`src/rtl/link_pkg.sv`:
```
`default_nettype none
// ============================================================================
// Module   : link_pkg
// Purpose  : Shared definitions for the node instruction link receiver.
//            Source codes, the default-width {src, instr} entry type and the
//            round-robin ring successor helper.
// Revision : 1.0 - initial release
// ============================================================================
package link_pkg;

  localparam logic [1:0] SRC_SELF  = 2'b00;
  localparam logic [1:0] SRC_RIGHT = 2'b01;
  localparam logic [1:0] SRC_LEFT  = 2'b10;

  localparam int LINK_WIDTH = 32;

  // One buffered entry at the default link word width.
  typedef struct packed {
    logic [1:0]            src;
    logic [LINK_WIDTH-1:0] instr;
  } link_entry_t;

  // Ring order self -> right -> left -> self. The unused code 2'b11 folds
  // back to self so a corrupted pointer recovers on its own.
  function automatic logic [1:0] next_src(input logic [1:0] src);
    case (src)
      SRC_SELF:  return SRC_RIGHT;
      SRC_RIGHT: return SRC_LEFT;
      default:   return SRC_SELF;
    endcase
  endfunction

endpackage
`default_nettype wire

```
`src/rtl/instr_fifo.sv`:
```
`default_nettype none
// ============================================================================
// Module   : instr_fifo
// Purpose  : Synchronous FIFO with first-word-fall-through head output.
// Ports    : clk, reset_n (sync, active-low)
//            push/wdata  - write an entry (ignored when full with no pop)
//            pop         - drop the head entry (ignored when empty)
//            rdata       - head entry, combinational from storage
//            full/empty/count - occupancy
// Revision : 1.0 - initial release
// ============================================================================
module instr_fifo #(
  parameter int WIDTH = 34,
  parameter int DEPTH = 4,
  parameter int PTR_W = 2
) (
  input  logic             clk,
  input  logic             reset_n,
  input  logic             push,
  input  logic [WIDTH-1:0] wdata,
  input  logic             pop,
  output logic [WIDTH-1:0] rdata,
  output logic             full,
  output logic             empty,
  output logic [PTR_W:0]   count
);

  localparam logic [PTR_W:0] FULL_COUNT = (PTR_W+1)'(DEPTH);

  logic [WIDTH-1:0] mem_q [DEPTH];
  logic [WIDTH-1:0] mem_d [DEPTH];
  logic [PTR_W-1:0] wr_ptr_q, wr_ptr_d;
  logic [PTR_W-1:0] rd_ptr_q, rd_ptr_d;
  logic [PTR_W:0]   count_q, count_d;
  logic             push_ok, pop_ok;

  // A full FIFO still accepts a write when the head leaves in the same cycle.
  assign pop_ok  = pop && (count_q != '0);
  assign push_ok = push && ((count_q != FULL_COUNT) || pop_ok);

  always_comb begin
    mem_d    = mem_q;
    wr_ptr_d = wr_ptr_q;
    rd_ptr_d = rd_ptr_q;
    count_d  = count_q;
    if (push_ok) begin
      mem_d[wr_ptr_q] = wdata;
      wr_ptr_d        = wr_ptr_q + 1'b1;
    end
    if (pop_ok) begin
      rd_ptr_d = rd_ptr_q + 1'b1;
    end
    case ({push_ok, pop_ok})
      2'b10:   count_d = count_q + 1'b1;
      2'b01:   count_d = count_q - 1'b1;
      default: count_d = count_q;
    endcase
  end

  // Storage is cleared too so the head reads zero straight out of reset.
  always_ff @(posedge clk) begin
    if (!reset_n) begin
      for (int i = 0; i < DEPTH; i++) begin
        mem_q[i] <= '0;
      end
      wr_ptr_q <= '0;
      rd_ptr_q <= '0;
      count_q  <= '0;
    end else begin
      mem_q    <= mem_d;
      wr_ptr_q <= wr_ptr_d;
      rd_ptr_q <= rd_ptr_d;
      count_q  <= count_d;
    end
  end

  assign rdata = mem_q[rd_ptr_q];
  assign full  = (count_q == FULL_COUNT);
  assign empty = (count_q == '0);
  assign count = count_q;

endmodule
`default_nettype wire

```
`src/rtl/link_receiver.sv`:
```
`default_nettype none
// ============================================================================
// Module   : link_receiver
// Purpose  : Receiving end of the node instruction link. Round-robin arbitrates
//            the self/right/left requesters, tags each captured word with its
//            source and buffers it for the local consumer.
// Ports    : check_*/instr_* - requester word pending / word
//            ack_*           - one-cycle capture pulse per requester
//            out_valid/out_instr/out_src/out_ready - consumer handshake
//            full/empty/count - buffer occupancy
// Revision : 1.0 - initial release
// ============================================================================
module link_receiver
  import link_pkg::*;
#(
  parameter int WIDTH = 32,
  parameter int DEPTH = 4,
  parameter int PTR_W = 2
) (
  input  logic             clk,
  input  logic             reset_n,
  input  logic             check_self,
  input  logic             check_right,
  input  logic             check_left,
  input  logic [WIDTH-1:0] instr_self,
  input  logic [WIDTH-1:0] instr_right,
  input  logic [WIDTH-1:0] instr_left,
  output logic             ack_self,
  output logic             ack_right,
  output logic             ack_left,
  output logic             out_valid,
  output logic [WIDTH-1:0] out_instr,
  output logic [1:0]       out_src,
  input  logic             out_ready,
  output logic             full,
  output logic             empty,
  output logic [PTR_W:0]   count
);

  // Bit order of per-source vectors matches the source code: [0] self,
  // [1] right, [2] left.
  logic [2:0]       ack_q, ack_d;
  logic [1:0]       rr_q, rr_d;
  logic [2:0]       eligible;
  logic             pop, space, found, capture;
  logic [1:0]       winner, cand;
  logic [WIDTH-1:0] win_word;
  logic [WIDTH+1:0] fifo_wdata, fifo_rdata;

  assign out_valid = !empty;
  assign pop       = out_valid && out_ready;
  assign space     = !full || pop;

  // A requester still sees its ack in the cycle after capture and keeps its
  // check high; masking it here prevents taking the same word twice.
  assign eligible = {check_left, check_right, check_self} & ~ack_q;

  always_comb begin
    found  = 1'b0;
    winner = rr_q;
    cand   = rr_q;
    for (int i = 0; i < 3; i++) begin
      if (!found && eligible[cand]) begin
        found  = 1'b1;
        winner = cand;
      end
      cand = next_src(cand);
    end
  end

  assign capture = found && space;

  always_comb begin
    case (winner)
      SRC_RIGHT: win_word = instr_right;
      SRC_LEFT:  win_word = instr_left;
      default:   win_word = instr_self;
    endcase
  end

  always_comb begin
    ack_d = '0;
    rr_d  = rr_q;
    if (capture) begin
      ack_d = 3'b001 << winner;
      rr_d  = next_src(winner);
    end
  end

  always_ff @(posedge clk) begin
    if (!reset_n) begin
      ack_q <= '0;
      rr_q  <= SRC_SELF;
    end else begin
      ack_q <= ack_d;
      rr_q  <= rr_d;
    end
  end

  assign fifo_wdata = {winner, win_word};

  instr_fifo #(
    .WIDTH (WIDTH + 2),
    .DEPTH (DEPTH),
    .PTR_W (PTR_W)
  ) u_fifo (
    .clk     (clk),
    .reset_n (reset_n),
    .push    (capture),
    .wdata   (fifo_wdata),
    .pop     (pop),
    .rdata   (fifo_rdata),
    .full    (full),
    .empty   (empty),
    .count   (count)
  );

  assign out_instr = fifo_rdata[WIDTH-1:0];
  assign out_src   = fifo_rdata[WIDTH+1:WIDTH];
  assign ack_self  = ack_q[0];
  assign ack_right = ack_q[1];
  assign ack_left  = ack_q[2];

endmodule
`default_nettype wire

```
`config.mk`:
```
export PLATFORM = sky130hd
export DESIGN_NAME = link_receiver
export DESIGN_NICKNAME = d
export VERILOG_FILES = /design/src/rtl/link_pkg.sv /design/src/rtl/instr_fifo.sv /design/src/rtl/link_receiver.sv
export SDC_FILE = /design/constraint.sdc
export NUM_CORES = 1
export LEC_CHECK = 0
export BUFFER_PORTS_ARGS = -buffer_cell sky130_fd_sc_hd__buf_4
export CAP_MARGIN = 20
export CELL_PAD_IN_SITES_DETAIL_PLACEMENT = 0
export CELL_PAD_IN_SITES_GLOBAL_PLACEMENT = 2
export CORE_ASPECT_RATIO = 0.6
export CORE_MARGIN = 2
export CORE_UTILIZATION = 33
export DETAILED_ROUTE_END_ITERATION = 10
export PLACE_DENSITY = 0.78
export SLEW_MARGIN = 15
export SYNTH_ARGS = -nofsm -noshare
export SYNTH_HDL_FRONTEND = slang
export SYNTH_SLANG_ARGS = --single-unit
```
`constraint.sdc`:
```
create_clock -name clk -period 2.9 [get_ports clk]
set_input_delay 0.29 -clock clk [delete_from_list [all_inputs] [get_ports clk]]
set_output_delay 0.29 -clock clk [all_outputs]
set_load 0.01 [all_outputs]
```
==> results.toml, run 1 <==
[place]
port_buffers = 144
dp_hpwl_mm = 14.6
place_congestion = 0.728
dpl_cell_area_um2 = 8660

[route]
wl_per_cell_um = 20.2
ant_nets = 0
drt_wl_total_mm = 25.2
via_per_inst = 5.57
first_pass_iters = 5
vias = 6948
drc_errors = 0
initialDrtViolationCount = 597

[sta]
report.final.hold_viol_count = 0
layout_min_cycle_time_ns = 2.53
skew_ns = 0.0115
tightest_slew_ns = 0.971
slew_headroom_pct = 35.3
rsz0062_at_grt = "false"
setup_viol = 0
tns_ns = 0
slew_viol_final = 0
max_freq_ghz = 0.396
timing.final.crit_share_pct = 87.1

[worst_hold_path]
worstHoldPathCells = 2
holdCritStartpoint = "reset_n"
whs_endpoint = "ack_q[0]$_SDFF_PP0_"
hold_path_class = "in2reg"

[yosys]
ys.flop_type = "dfxtp_1"
ys_seq_elements = 148
synthTopCellsByArea = "dfxtp_1 40%, a21oi_1 12%, mux4_2 10%"
synthAdderAreaFrac_pct = 1.79
synth_top_area_cell = "dfxtp_1"
yosys_warnings = 0
synthXorXnorAreaFrac_pct = 0.472
synth_top_family_by_area = "compound AO/OA/AOI/OAI gates"
yosysUniqueCellTypes = 44
yosysTopAreaCellShare_pct = 39.9
ys_seq_area_share_pct = 39.9
syn_inst = 853
ys_async_sr_fraction_pct = 0
synth_compound_area_share_pct = 25.8
synth_edf_count = 0
synth_nets = 965
synth_mux_area_share_pct = 10.3
synth.cell_area_um2 = 7420
synth-simple-area-share_pct = 14.1
avgSynthCellArea_um2 = 8.70

[global_routing]
antenna_found_initial = 0
grt-ovfl-total = 0
grt_usage_pct = 21.3
grt_pass1_wl_mm = 39.2
grt_max_degree = 133
grt_pass1_vias = 6669

[finish]
final_common_cell = "a21oi_1"
antenna_cells = 0
fin_nets = 1061
syn2layout_area_growth_pct = 25.4
drive_gt1_share_pct = 27.9
layout_common_cells = "175 x a21oi_1, 165 x buf_4, 146 x dfxtp_1"
fin_area_um2 = 9310

[outcome]
outcome = "finished, final reports clean"

[power_and_ir_drop]
finalPower_uw = 8770
vdd_drop_max_uv = 457
p_per_area_nw_per_um2 = 942
leakagePower_uw = 0.00335

[clock_network]
clk_pin_slew_ns = 0.07
cts_tree = "built"
htreeDepth = 4
cts_sinks = 148
clockBufferDepth = 2
cts_buffers = 17
cts_hold_buf = 0
clockRootBuffer = "clkbuf_16"
post_cts_buffers = 0
clock_latency_ns = 0.43

[floorplan]
initial_core_util_pct = 33.6
dieArea_um2 = 23700
rows = 42
io_pins = 145
fp.dieW_um = 198
die_h_um = 120
coreArea_um2 = 22100

[worst_setup_path]
crit_cells = 10
reg2reg_depth = 10
critPathTopFamily = "simple AND/OR/NAND/NOR gates"
reg2reg_from = "u_fifo.count[2]$_SDFFE_PN0P_"
path_cells = "nor3b_1 -> nor2b_2 -> nor2_2 -> inv_1 -> ha_1 -> inv_1 -> fa_1 -> xor2_1 -> or3_1 -> a21oi_1"
cp.required_ns = 3.26
crit_buf_inv = 2
ff2ff_setup_slack_ns = 0.37
worstPathArrival_ns = 2.88
slowest_stage = "dfxtp_1"
r2r-end = "u_fifo.count[2]$_SDFFE_PN0P_"
worst_setup_path_start_kind = "register"
path_class = "reg2reg"
cp-end-kind = "register"
path_common_cell = "inv_1"
crit_fanout = 10
worst_path_largest_cell_delay_ns = 0.41

[job]
max_cap_violations = 0
-- power breakdown --
part           total [uW]  switching [uW]  leakage (uW)  internal, uW
Sequential           2660             236       0.00121          2430
Clock                2440             927      0.000306          1510
Combinational        3660            2180       0.00184          1480
Total                8770            3340       0.00335          5420
-- metal layers --
| metal | part of all wire [%] | vias up | GRT usage (%) |
|---|---|---|---|
| li1 | - | 3341 | - |
| met1 | 50 | 3382 | 32.9 |
| met2 | 43 | 206 | 30.5 |
| met3 | 5.4 | 19 | 3.43 |
| met4 | 0.81 | 0 | 5.12 |
| met5 | 0 | - | 0 |
-- worst max-delay path by stage --
stage	endpoint	slack [ns]	start
detailed placement	u_fifo.count[2]$_SDFFE_PN0P_	0.25	u_fifo.count[2]$_SDFFE_PN0P_
global route	u_fifo.mem_q[98]$_SDFFE_PN0P_	0.06	ack_q[0]$_SDFF_PP0_
floorplan	u_fifo.mem_q[86]$_SDFFE_PN0P_	0.26	ack_q[1]$_SDFF_PP0_
global placement	u_fifo.count[2]$_SDFFE_PN0P_	0.26	u_fifo.count[2]$_SDFFE_PN0P_
CTS	u_fifo.count[2]$_SDFFE_PN0P_	0.20	u_fifo.count[2]$_SDFFE_PN0P_
finish	u_fifo.count[2]$_SDFFE_PN0P_	0.37	u_fifo.count[2]$_SDFFE_PN0P_
-- registers in the layout, indices dropped and copies added (netlist names) --
| register | count |
|---|---|
| u_fifo.mem_q | 136 |
| u_fifo.count | 3 |
| u_fifo.wr_ptr_q | 2 |
| u_fifo.rd_ptr_q | 2 |
| rr_q | 2 |
| ack_q | 3 |
-- cell usage after synthesis (4+ instances only) --
cell type / instances
a311oi_1: 8
clkbuf_2: 7
nor2_1: 39
buf_1: 7
nor2b_1: 4
nand3_2: 15
a22oi_1: 32
nand2_1: 6
o21ai_0: 133
buf_6: 4
dfxtp_1: 148
inv_1: 9
buf_2: 30
ha_1: 9
clkbuf_1: 37
mux4_2: 34
a21oi_1: 175
nand3_1: 118
-- through the flow --
step	setup slack (ns)	util [%]	hold WS (ns)	instances
6_report	0.375	42.2	0.166	1248
5_1_grt	0.0622	42.2	0.161	1248
4_1_cts	0.200	42.2	0.156	1248
3_5_place_dp	0.246	39.2	0.465	1216
3_3_place_gp	0.255	39.2	0.459	1216
2_1_floorplan	0.264	-	0.440	853
-- cells by family after synthesis --
family | count (synthesis)
fa+ha+maj | 10
simple gates | 197
xor+xnor | 4
flops | 148
compound gates | 355
mux | 34
buf+inv | 105
-- repair_timing --
action,CTS,global route
endpoints found under the setup margin,0,1
resized for setup,0,1
endpoints found under the hold margin,0,0
-- final cells by class --
type / instances / area [um^2]
fillers: 2199 / 12800
multi-input cells: 600 / 3920
flip-flops and latches: 148 / 2970
repair buffers: 172 / 1380
clock buffers: 21 / 470
well taps: 286 / 358
clock inverters: 11 / 174
inverters: 10 / 40.0
No activity file was read; power rests on OpenSTA's default activity.
==> inputs of run 2 (changes only) <==
PLACE_DENSITY = unset   (was 0.78)
PLACE_DENSITY_LB_ADDON = 0.1   (was unset)
REMOVE_ABC_BUFFERS = 1   (was unset)
==> run 2 against run 1 <==
Final area decreased by 1.5%. Clock skew increased by 0.0029 ns. Total power decreased by 4.4%. Register-to-register slack got worse by 0.08 ns. Worst hold slack got worse by 0.0049 ns. Largest cell class unchanged. Setup slack got worse by 0.084 ns. Non-clock buffer count decreased by 5.
==> results.toml, run 2 (synthesis gave the netlist of run 1 again) <==
[outcome]
outcome = "finished, final reports clean"

[worst_setup_path]
ff2ff_setup_slack_ns = 0.29
worstPathArrival_ns = 2.97
r2r-end = "u_fifo.mem_q[130]$_SDFFE_PN0P_"
path_common_cell = "a21oi_1"
cp-end-kind = "register"
path_cells = "nor2b_1 -> o22ai_1 -> a2bb2oi_2 -> ha_2 -> buf_12 -> nor2_1 -> a21oi_1 -> nand3_1 -> a21oi_1"
path_class = "reg2reg"
cp.required_ns = 3.26
worst_path_largest_cell_delay_ns = 0.42
reg2reg_from = "ack_q[0]$_SDFF_PP0_"
reg2reg_depth = 9
worst_setup_path_start_kind = "register"
crit_fanout = 64
startpoint = "ack_q[0]$_SDFF_PP0_"
slowest_stage = "nor2b_1"

[finish]
antenna_cells = 0
n_fill_cell = 2218
syn2layout_area_growth_pct = 23.6
top_register = "u_fifo.mem_q"
drive_gt1_share_pct = 27.1
fin_nets = 1056
final_util_pct = 41.6
layout_common_cells = "175 x a21oi_1, 160 x buf_4, 146 x dfxtp_1"
final_common_cell = "a21oi_1"
largest_reg_flops = 136

[sta]
layout_min_cycle_time_ns = 2.61
report.final.hold_viol_count = 0
timing.final.crit_share_pct = 90.0
whs_ns = 0.162
slew_headroom_pct = 34.8
skew_ns = 0.0144
slew_viol_final = 0
rsz0062_at_grt = "false"
max_freq_ghz = 0.383
tightest_slew_ns = 0.978
setup_viol = 0

[global_routing]
grt_util_met2_pct = 34.7
grt_pass1_wl_mm = 39.2
busiest_layer = "met2"
antenna_found_initial = 0
grt_max_degree = 70
use_met3_pct = 4.38
grt_usage_pct = 21.6
grt-ovfl-total = 0
grt_use_met1_pct = 29.3
grt_pass1_vias = 6912

[floorplan]
die_h_um = 120
coreArea_um2 = 22100
fp.dieW_um = 198
rows = 42
initial_core_util_pct = 33.6
io_pins = 145
dieArea_um2 = 23700

[worst_hold_path]
worstHoldPathCells = 2
hold_path_class = "in2reg"
whs_endpoint = "ack_q[0]$_SDFF_PP0_"
holdCritStartpoint = "reset_n"

[clock_network]
clockRootBuffer = "clkbuf_16"
post_cts_buffers = 0
cts_hold_buf = 0
ctsResizeCount = 0
clk_pin_slew_ns = 0.06
clock_latency_ns = 0.43
cts_tree = "built"
cts_buffers = 17
htreeDepth = 4
cts_sinks = 148
clockBufferDepth = 2

[place]
place_congestion = 0.731
dp_hpwl_mm = 14.8
port_buffers = 144

[power_and_ir_drop]
p_per_area_nw_per_um2 = 913
vdd_drop_max_uv = 472
leakagePower_uw = 0.00329
finalPower_uw = 8380

[route]
drc_errors = 0
drt_wl_total_mm = 25.6
first_pass_iters = 6
wl_per_cell_um = 20.6
vias = 7080
ant_nets = 0
via_per_inst = 5.71
initialDrtViolationCount = 651

[job]
max_cap_violations = 0
[run 2: worst max path at each step]
stage | end | slack (ns) | depth (start not counted)
after floorplan | u_fifo.count[2]$_SDFFE_PN0P_ | -2.30 | 10
after global placement | u_fifo.mem_q[94]$_SDFFE_PN0P_ | 0.30 | 11
after detailed placement | u_fifo.mem_q[130]$_SDFFE_PN0P_ | 0.19 | 11
after CTS | u_fifo.mem_q[130]$_SDFFE_PN0P_ | 0.21 | 10
after global routing | u_fifo.mem_q[75]$_SDFFE_PN0P_ | 0.03 | 10
final | u_fifo.mem_q[130]$_SDFFE_PN0P_ | 0.29 | 9
[run 2: area by class of cell]
type / count / area [um^2] / area share, %
clock buffer: 26 / 499 / 5.44
sequential: 148 / 2970 / 32.4
multi-input combinational: 600 / 3930 / 42.8
tap: 286 / 358 / 3.90
timing repair buffer: 167 / 1330 / 14.5
clock inverter: 4 / 47.5 / 0.518
inverter: 10 / 40.0 / 0.437
[run 2: metal layers]
metal / vias up / part of all wire (%)
li1: 3319 / -
met1: 3440 / 46
met2: 291 / 46
met3: 30 / 6.8
met4: 0 / 1.3
met5: - / 0
[run 2: power breakdown]
part,switching (uW),internal (uW),total (uW)
Sequential,272,2430,2700
Clock,852,1260,2110
Combinational,2120,1440,3560
[run 2: metrics by stage]
stage | instance area (um^2) | TNS [ns] | cells | setup slack, ns
after floorplan | 6900 | -180.03 | 758 | -2.30
after global placement | 8620 | 0 | 1211 | 0.303
after detailed placement | 8620 | 0 | 1211 | 0.186
after CTS | 9170 | 0 | 1241 | 0.208
after global routing | 9170 | 0 | 1241 | 0.0319
final | 9170 | 0 | 1241 | 0.290
[run 2: worst max-delay path, delay by kind of cell (launching register included)]
family,cells,cell delay (ns)
flip-flops,1,0.32
buffers and inverters,1,0.29
AND/OR/NAND/NOR,3,0.65
AO/OA/AOI/OAI,4,1.00
adder cells (fa/ha/maj),1,0.24
